$ cat src/rtl/vecmac_pkg.sv
// Shared widths and arithmetic helpers for the vecmac dot-product datapath.
// Pure functions/constants; no latency, no flow control.
package vecmac_pkg;

    // sat_add works on this fixed width; ACC_W and the tree sum width must not exceed it.
    localparam int SAT_ADD_W = 64;
    localparam int DEF_LANES = 8;
    localparam int DEF_DW    = 8;

    function automatic int clog2(input int n);
        int r;
        r = 0;
        while ((1 << r) < n) r++;
        return r;
    endfunction

    // Each lane operand is widened by one bit for signed/unsigned, so products are 2*DW+2 bits.
    function automatic int prod_w(input int dw);
        return 2 * dw + 2;
    endfunction

    function automatic int sum_w(input int dw, input int lanes);
        return prod_w(dw) + clog2(lanes);
    endfunction

    localparam int DEF_PROD_W = prod_w(DEF_DW);
    localparam int DEF_PW     = sum_w(DEF_DW, DEF_LANES);

    // Exact add, then range check against a signed acc_w-bit result.
    // Returns {ovf, result}; with sat=0 the caller keeps the low acc_w bits (wrap).
    function automatic logic [SAT_ADD_W:0] sat_add(
        input logic signed [SAT_ADD_W-1:0] a,
        input logic signed [SAT_ADD_W-1:0] b,
        input int                          acc_w,
        input logic                        sat
    );
        logic signed [SAT_ADD_W:0]   s;
        logic signed [SAT_ADD_W:0]   hi;
        logic signed [SAT_ADD_W-1:0] mx;
        logic signed [SAT_ADD_W-1:0] mn;
        logic        [SAT_ADD_W-1:0] r;
        logic                        ovf;
        s   = {a[SAT_ADD_W-1], a} + {b[SAT_ADD_W-1], b};
        hi  = s >>> (acc_w - 1);
        ovf = !((&hi) || !(|hi));
        mx  = (64'sd1 <<< (acc_w - 1)) - 64'sd1;
        mn  = -mx - 64'sd1;
        if (ovf && sat)
            r = s[SAT_ADD_W] ? mn : mx;
        else
            r = s[SAT_ADD_W-1:0];
        return {ovf, r};
    endfunction

endpackage

$ cat src/rtl/vecmac_add_tree.sv
// Registered pairwise adder tree reducing LANES signed operands to one sum.
// Latency: clog2(LANES) cycles. Backpressure: whole tree and sideband freeze while en=0.
module vecmac_add_tree
    import vecmac_pkg::*;
#(
    parameter int LANES = 8,
    parameter int IW    = 18,
    parameter int OW    = 21,
    parameter int SB_W  = 1
) (
    input  logic                   clk,
    input  logic                   rst_n,
    input  logic                   en,
    input  logic                   in_vld,
    input  logic [SB_W-1:0]        in_sb,
    input  logic [LANES*IW-1:0]    in_dat,
    output logic                   out_vld,
    output logic [SB_W-1:0]        out_sb,
    output logic signed [OW-1:0]   out_dat
);
    localparam int LVL = clog2(LANES);

    // Heap layout: node i sums operands 2i and 2i+1; indices >= LANES are the input leaves.
    logic signed [OW-1:0] node [1:LANES-1];
    logic signed [OW-1:0] opnd [2:2*LANES-1];
    logic [LVL-1:0]       vld_sr;
    logic [SB_W-1:0]      sb_sr [LVL];

    always_comb begin
        for (int i = 2; i < LANES; i++)
            opnd[i] = node[i];
        for (int i = 0; i < LANES; i++)
            opnd[LANES + i] = OW'($signed(in_dat[i*IW +: IW]));
    end

    always_ff @(posedge clk) begin
        if (en) begin
            for (int i = 1; i < LANES; i++)
                node[i] <= opnd[2*i] + opnd[2*i + 1];
        end
    end

    always_ff @(posedge clk or negedge rst_n) begin
        if (!rst_n) begin
            vld_sr <= '0;
            for (int i = 0; i < LVL; i++)
                sb_sr[i] <= '0;
        end else if (en) begin
            vld_sr[0] <= in_vld;
            sb_sr[0]  <= in_sb;
            for (int i = 1; i < LVL; i++) begin
                vld_sr[i] <= vld_sr[i-1];
                sb_sr[i]  <= sb_sr[i-1];
            end
        end
    end

    assign out_vld = vld_sr[LVL-1];
    assign out_sb  = sb_sr[LVL-1];
    assign out_dat = node[1];

endmodule

$ cat src/rtl/vecmac_dot_acc.sv
// LANES x DW dot product per beat, accumulated over beats until in_last; signed/unsigned per beat.
// Latency: clog2(LANES)+2 cycles from last beat to out_valid; 1 beat/cycle throughput.
// Backpressure: global stall (in_ready = !out_valid || out_ready); every stage holds while stalled.
module vecmac_dot_acc
    import vecmac_pkg::*;
#(
    parameter int LANES = DEF_LANES,
    parameter int DW    = DEF_DW,
    parameter int ACC_W = 32,
    parameter int SAT   = 0,
    parameter int CNT_W = 16
) (
    input  logic                     clk,
    input  logic                     rst_n,
    input  logic                     in_valid,
    output logic                     in_ready,
    input  logic [LANES*DW-1:0]      in_a,
    input  logic [LANES*DW-1:0]      in_b,
    input  logic                     in_signed,
    input  logic                     in_last,
    output logic                     out_valid,
    input  logic                     out_ready,
    output logic signed [ACC_W-1:0]  out_data,
    output logic [CNT_W-1:0]         out_beats,
    output logic                     out_ovf
);
    localparam int P_W = prod_w(DW);
    localparam int PW  = sum_w(DW, LANES);

    function automatic logic signed [DW:0] ext_lane(input logic [DW-1:0] v, input logic s);
        return {s & v[DW-1], v};
    endfunction

    logic adv;
    assign adv      = !out_valid || out_ready;
    assign in_ready = adv;

    // Multiply stage
    logic [LANES*P_W-1:0] prod;
    logic [LANES*P_W-1:0] m_prod;
    logic                 m_vld;
    logic                 m_last;

    always_comb begin
        prod = '0;
        for (int k = 0; k < LANES; k++)
            prod[k*P_W +: P_W] = P_W'(ext_lane(in_a[k*DW +: DW], in_signed))
                               * P_W'(ext_lane(in_b[k*DW +: DW], in_signed));
    end

    always_ff @(posedge clk or negedge rst_n) begin
        if (!rst_n) begin
            m_vld  <= 1'b0;
            m_last <= 1'b0;
        end else if (adv) begin
            m_vld  <= in_valid;
            m_last <= in_last;
        end
    end

    always_ff @(posedge clk) begin
        if (adv)
            m_prod <= prod;
    end

    logic                 t_vld;
    logic                 t_last;
    logic signed [PW-1:0] t_sum;

    vecmac_add_tree #(
        .LANES (LANES),
        .IW    (P_W),
        .OW    (PW),
        .SB_W  (1)
    ) u_tree (
        .clk     (clk),
        .rst_n   (rst_n),
        .en      (adv),
        .in_vld  (m_vld),
        .in_sb   (m_last),
        .in_dat  (m_prod),
        .out_vld (t_vld),
        .out_sb  (t_last),
        .out_dat (t_sum)
    );

    // Accumulate stage; acc_first marks that the next beat opens a new vector.
    logic signed [ACC_W-1:0]     acc;
    logic [CNT_W-1:0]            acc_cnt;
    logic                        acc_ovf;
    logic                        acc_first;
    logic signed [SAT_ADD_W-1:0] a_base;
    logic [SAT_ADD_W:0]          a_sat;
    logic signed [ACC_W-1:0]     a_res;
    logic [CNT_W-1:0]            a_beats;
    logic                        a_ovf;
    logic [SAT_ADD_W-1:0]        unused_sat;

    always_comb begin
        a_base  = acc_first ? '0 : SAT_ADD_W'(acc);
        a_sat   = sat_add(a_base, SAT_ADD_W'(t_sum), ACC_W, SAT != 0);
        a_res   = a_sat[ACC_W-1:0];
        a_ovf   = a_sat[SAT_ADD_W] || (!acc_first && acc_ovf);
        a_beats = acc_first ? CNT_W'(1) : ((&acc_cnt) ? acc_cnt : acc_cnt + CNT_W'(1));
    end

    // Bits above ACC_W only matter inside sat_add.
    assign unused_sat = a_sat[SAT_ADD_W-1:0];

    always_ff @(posedge clk or negedge rst_n) begin
        if (!rst_n) begin
            acc       <= '0;
            acc_cnt   <= '0;
            acc_ovf   <= 1'b0;
            acc_first <= 1'b1;
            out_valid <= 1'b0;
            out_data  <= '0;
            out_beats <= '0;
            out_ovf   <= 1'b0;
        end else if (adv) begin
            out_valid <= t_vld && t_last;
            if (t_vld && t_last) begin
                out_data  <= a_res;
                out_beats <= a_beats;
                out_ovf   <= a_ovf;
                acc_first <= 1'b1;
            end else if (t_vld) begin
                acc       <= a_res;
                acc_cnt   <= a_beats;
                acc_ovf   <= a_ovf;
                acc_first <= 1'b0;
            end
        end
    end

endmodule

$ cat config.mk
export PLATFORM = sky130hd
export DESIGN_NAME = vecmac_dot_acc
export DESIGN_NICKNAME = d
export VERILOG_FILES = /design/src/rtl/vecmac_pkg.sv /design/src/rtl/vecmac_add_tree.sv /design/src/rtl/vecmac_dot_acc.sv
export SDC_FILE = /design/constraint.sdc
export NUM_CORES = 2
export LEC_CHECK = 0
export ABC_AREA = 0
export BUFFER_PORTS_ARGS = -buffer_cell sky130_fd_sc_hd__buf_2
export CAP_MARGIN = 25
export CORE_AREA = 4 4 266 320
export DETAILED_ROUTE_END_ITERATION = 8
export DIE_AREA = 0 0 270 324
export GPL_ROUTABILITY_DRIVEN = 0
export MAX_ROUTING_LAYER = met4
export PLACE_DENSITY_LB_ADDON = 0.1
export SLEW_MARGIN = 20
export SYNTH_ARGS = -nofsm -noshare
export SYNTH_HDL_FRONTEND = slang
export SYNTH_SLANG_ARGS = --single-unit
$ cat constraint.sdc
create_clock -name clk -period 9.2 [get_ports clk]
set_clock_uncertainty 0.15 [all_clocks]
set_input_delay 0.92 -clock clk [delete_from_list [all_inputs] [get_ports clk]]
set_output_delay 0.92 -clock clk [all_outputs]
set_load 0.01 [all_outputs]
---- Word level (Yosys, flattened, before mapping) ----
Memories as Yosys holds them, arrays and structs flattened.
Cells that the tools add are included.
cells by class
  add/sub/neg operators ................... 9
  multiply operators ...................... 8
  muxes and demuxes ....................... 7
  bitwise gates (word level) .............. 17
  reduce and logical (&&, ||, !) cells .... 16
operators with widths
  kind                     number
  $mul A9 B9 Y18           8
  $add A18 B18 Y19         4
  $add A64 B21 Y65         1
  $mux W64                 1
  $add A21 B21 Y21         3
  $reduce_and A34 Y1       1
  $reduce_or A34 Y1        1
  $mux W16                 2
  $add A16 B1 Y16 const B  1
  $and A1 B1 Y1            16
  $reduce_and A16 Y1       1
  $logic_not A1 Y1         4
  $mux W1                  4
  $reduce_and A2 Y1        2
  $logic_or A1 B1 Y1       3
  $reduce_and A3 Y1        1
  $logic_and A1 B1 Y1      2
  $reduce_bool A2 Y1       1
  $not A1 Y1               1
word-level totals
  flip-flop bits (word level) ............. 252
  memory bits (writable) .................. 147
  output and inout port bits .............. 51
  memories kept ........................... 1
memory list
  name         words  width  rd ports  clocked after memory_dff  write ports  RTL line               text
  u_tree.node  7      21     7         0                         7            vecmac_add_tree.sv:24  logic signed [OW-1:0] node [1:LANES-1];

---- Longest topological paths before layout ----
  depth after elaboration ................. 7
  depth in mapped cells ................... 22
  gate-level depth less buffers ........... 21

---- By module ----
From an unflattened synthesis, not the netlist that was laid out.
unflattened totals
  cell total of the unflattened synthesis .. 4668
  area total of the unflattened synthesis .. 45860.2 µm²
modules (own cells, without submodules)
  module           times used  cells each  area each (µm²)  sequential area each (µm²)
  vecmac_dot_acc   1           3621        34941.0          6877.8
  vecmac_add_tree  1           1047        10919.2          4324.1

---- Worst setup path after synthesis ----
No wires, ideal clock.
  path kind ............................... in2reg
  start ................................... input out_ready
  end ..................................... register m_last
  setup time .............................. 0.109 ns
  arrival ................................. 10.168 ns
  path slack .............................. -1.227 ns
  stages on the path ...................... 3
  buffers on the path ..................... 1
  path through ............................ nand2b_1 > buf_1 > mux2_2
on the way
  longest elaborated chain between the ends .. 1
RTL lines
  element               RTL line              text
  start, declared       vecmac_dot_acc.sv:22  input logic out_ready,
  $logic_or A1 B1 Y1    vecmac_dot_acc.sv:35  assign adv = !out_valid || out_ready;
  via in_ready          vecmac_dot_acc.sv:16  output logic in_ready,
  end signal, assigned  vecmac_dot_acc.sv:57  m_last <= in_last;
  end, declared         vecmac_dot_acc.sv:42  logic m_last;
The timed path passes the listed nets, and every way through them passes these cells.
A chain may end at the register's enable or synchronous reset.

---- Worst setup path in the final report ----
  start ................................... input in_signed
  end ..................................... register m_prod[89] (data pin)
on the way
  longest elaborated chain between the ends .. 2
  elaborated cells between the ends (all ways) .. 3
  those cells by class .................... mul: 1; bitwise: 2
RTL lines
  element               RTL line              text
  start, declared       vecmac_dot_acc.sv:19  input logic in_signed,
  $and A1 B1 Y1         vecmac_dot_acc.sv:31  return {s & v[DW-1], v};
  $mul A9 B9 Y18 (*)    vecmac_dot_acc.sv:48  * P_W'(ext_lane(in_b[k*DW +: DW], in_signed));
  via prod[89]          vecmac_dot_acc.sv:39  logic [LANES*P_W-1:0] prod;
  end signal, assigned  vecmac_dot_acc.sv:63  m_prod <= prod;
  end, declared         vecmac_dot_acc.sv:40  logic [LANES*P_W-1:0] m_prod;
Mark *: on every way through the listed nets, which the timed path passes. The rest lies on a longest branch.

==> impl_results.md <==
- Status: complete, no violations
- Die Y: 324 um
- Number of port buffers: 184
- Relative slew slack: 0.310
- Tot GR Track Use: 0.218
- Via count: 30400
- Layout Area Growth over Synthesis: 7.03%
- WL final: 88900 um
- Antenna violations before repair: 1
- Mapped cell area: 44900 um^2
- Crit path max fanout: 23
- CP cell instances: buf_2 -> buf_4 -> and2_0 -> nand2_1 -> fa_1 -> inv_1 -> fa_1 -> fa_1 -> fa_1 -> inv_1 -> fa_1 -> inv_1 -> ha_1 -> o21ai_0 -> a21boi_0 -> o21ai_0 -> a21oi_1 -> a41o_1 -> o41a_1 -> xnor2_1
- Vias in the first global route: 31600
- Die Wd: 270 um
- Setup CP Type: primary input to flop
- Post-Place Setup Slack: 2.16 ns
- Leakage: 23.2 nW
- Most numerous cell in the Yosys netlist: inv_1
- CTS Buffer Depth: 3
- Sink Count: 391
- ANT cells: 0
- DR pass1 iterations: 7
- Avg WL per Cell: 15.6 um
- Instance count of the mapped netlist: 4517
- Avg Cell Area, Syn: 9.94 um^2
- Crit path capture type: flop
- CP peak stage delay: 0.54 ns
- Share of the yosys chip area belonging to registers: 0.250
- Endpoints failing setup: 0
- Layout Nets: 5786
- Worst-Margin Slew: 1.03 ns
- Pins Over Slew Limit: 0
- CTS Hold Bufs: 0
- Setup TNS: 0 ns
- Critical Path Slowest Stage Cell: fa_1
- # DRC: 0
- Antenna viol nets, final: 0
- Yosys reg bits: 391
- FF/Latch Area: 11200 um^2
- Yosys top cell area share: 0.256
- Gr ovfl total: 0
- Layout cells sized above 1: 0.0771
- Num rows: 115
- RSZ-0062 raised after global routing: false
- Top cells by count, synth: 750 x inv_1, 573 x fa_1, 511 x nand2_1
- Critical Path RT: 9.37 ns
- Crit share post-route: 0.700
- Clock root cell: clkbuf_16
- H-tree lvl count: 2
- Fmax: 0.155 GHz
- Final hold vios: 0
- CTS Buf Count: 43
- Pin count of the biggest net entering global routing: 72
- Async SR Flop Fraction: 0.276
- Initial DRC count: 1399
- Postcts setup bufs: 0
- VDD IR max: 0.175 mV
- Pwr Density: 355 nW/um^2
- First-pass GRT wire length: 154000 um
- CTS clk-pin slew, worst paths: 0.06 ns
- Worst path arrival time: 6.61 ns
- Hpwl dp: 71500 um
- Area of the multi-input gates: 30300 um^2
- Post-CTS resize count: 0
- Fill cell count: 7194
- Min-delay worst type: primary input to async pin
- Avg Vias per Cell: 5.34
- Initial Util: 0.548
- Synth top area cells: fa_1 26%, edfxtp_1 19%, ha_1 13%
- Cell mode on critical path: fa_1
- Post-Synthesis Net Count: 5690
- Design area: 48000 um^2
- DP Area: 46700 um^2
- Core Region: 81900 um^2
- Synth unique cells: 88
- Die footprint: 87500 um^2
- Max-Cap Viols: 0
- Setup slack, reg-to-reg: 3.96 ns
- Post-route setup slack: 2.76 ns
- Final Critical Period: 6.44 ns
- Largest area contributor in the netlist: fa_1
- Synth Flop Type: edfxtp_1
- Startpoint types: primary input
- Yosys warning count: 0
- Number of synthesized flops with an enable pin: 283
- TritonCTS clock tree: built
- Insertion delay to the later sink of the worst-skew pair: 0.58 ns
- Number of top-level pins: 185
state kept, by name, indices dropped and copies added (netlist names):
name           flops
out_ovf            1
u_tree.out_sb      1
m_last             1
u_tree.node      139
m_prod           144
u_tree.vld_sr      3
u_tree.sb_sr       2
out_data          32
acc_first          1
acc_cnt           16
out_valid          1
m_vld              1
acc               32
acc_ovf            1
out_beats         16
power by group:
part           switching, W  leakage [nW]  internal (W)  total [W]
Combinational       0.00629          18.3       0.00506     0.0114
Clock              0.000709         0.666       0.00100    0.00171
Sequential         0.000479          4.24       0.00352    0.00400
metrics by stage:
step                      cells  utilization  total power [W]  hold slack [ns]
after floorplan            4517            -           0.0129            0.288
after global placement     5621        0.570           0.0153            0.300
after detailed placement   5621        0.570           0.0154            0.305
after CTS                  5698        0.587           0.0173            0.223
after global routing       5698        0.587           0.0189            0.267
final                      5698        0.587           0.0171            0.218
final cells by class:
type,count,share of cell area
flip-flops and latches,391,0.233
repair buffers,194,0.0208
clock inverters,20,0.00461
clock buffers,57,0.0241
well taps,1053,0.0274
multi-input cells,3233,0.631
inverters,750,0.0586
path summary, 6_finish.rpt:
kind / startpoint / to / cells past startpoint
max in group asynchronous: rst_n / acc[29] / 2
min in group clk: out_beats[8] / out_beats[8] / 2
worst max register to register: acc_first / out_ovf / 18
worst min-delay path: rst_n / acc_cnt[6] / 1
worst max-delay path: in_signed / m_prod[89] / 20
worst min register to register: out_beats[8] / out_beats[8] / 2
cells in the final DEF, fill, tap and decap left out, drive strengths merged, types with 9 or more instances in the layout:
cell type,count
nand2b,18
and3,34
clkinv,12
a21oi,139
xor2,54
a21boi,24
o31ai,19
mux2,44
and2,256
a31oi,23
clkbuf,57
a211oi,18
a21o,45
inv,751
o21ai,124
or2,23
buf,194
o21a,44
fa,573
dfrtp,107
ha,466
nor2b,82
nor2,238
nand2,512
o211ai,13
o21bai,16
edfxtp,283
or3,22
xnor2,225
o31a,9
nand3,46
nor3,44
cells by family (layout without fill, tap and decap cells):
family                     after synthesis  count (layout)  synth area share
AOI/OAI and AO/OA                      558             558            0.0839
DFF                                    391             391             0.250
xor gates and xnor gates               279             279            0.0544
adders and majority gates             1039            1039             0.385
and+or+nand+nor                       1305            1305             0.138
muxes                                   52              52            0.0129
buffers and inverters                  893            1021            0.0752
per-layer routing:
metal,vias up,part of all wire,global-route usage
met5,-,0,-
met4,0,0.017,0.0429
met3,113,0.032,0.0191
met2,475,0.50,0.377
met1,15100,0.45,0.284
li1,14800,-,-
critical path, delay by kind of cell:
kind / cells / cell delay (ns)
AOI/OAI and AO/OA: 6 / 1.20
adders and majority gates: 6 / 2.85
and+or+nand+nor: 2 / 0.52
buffers and inverters: 5 / 0.94
xor gates and xnor gates: 1 / 0.14
No activity file was read; power rests on OpenSTA's default activity.
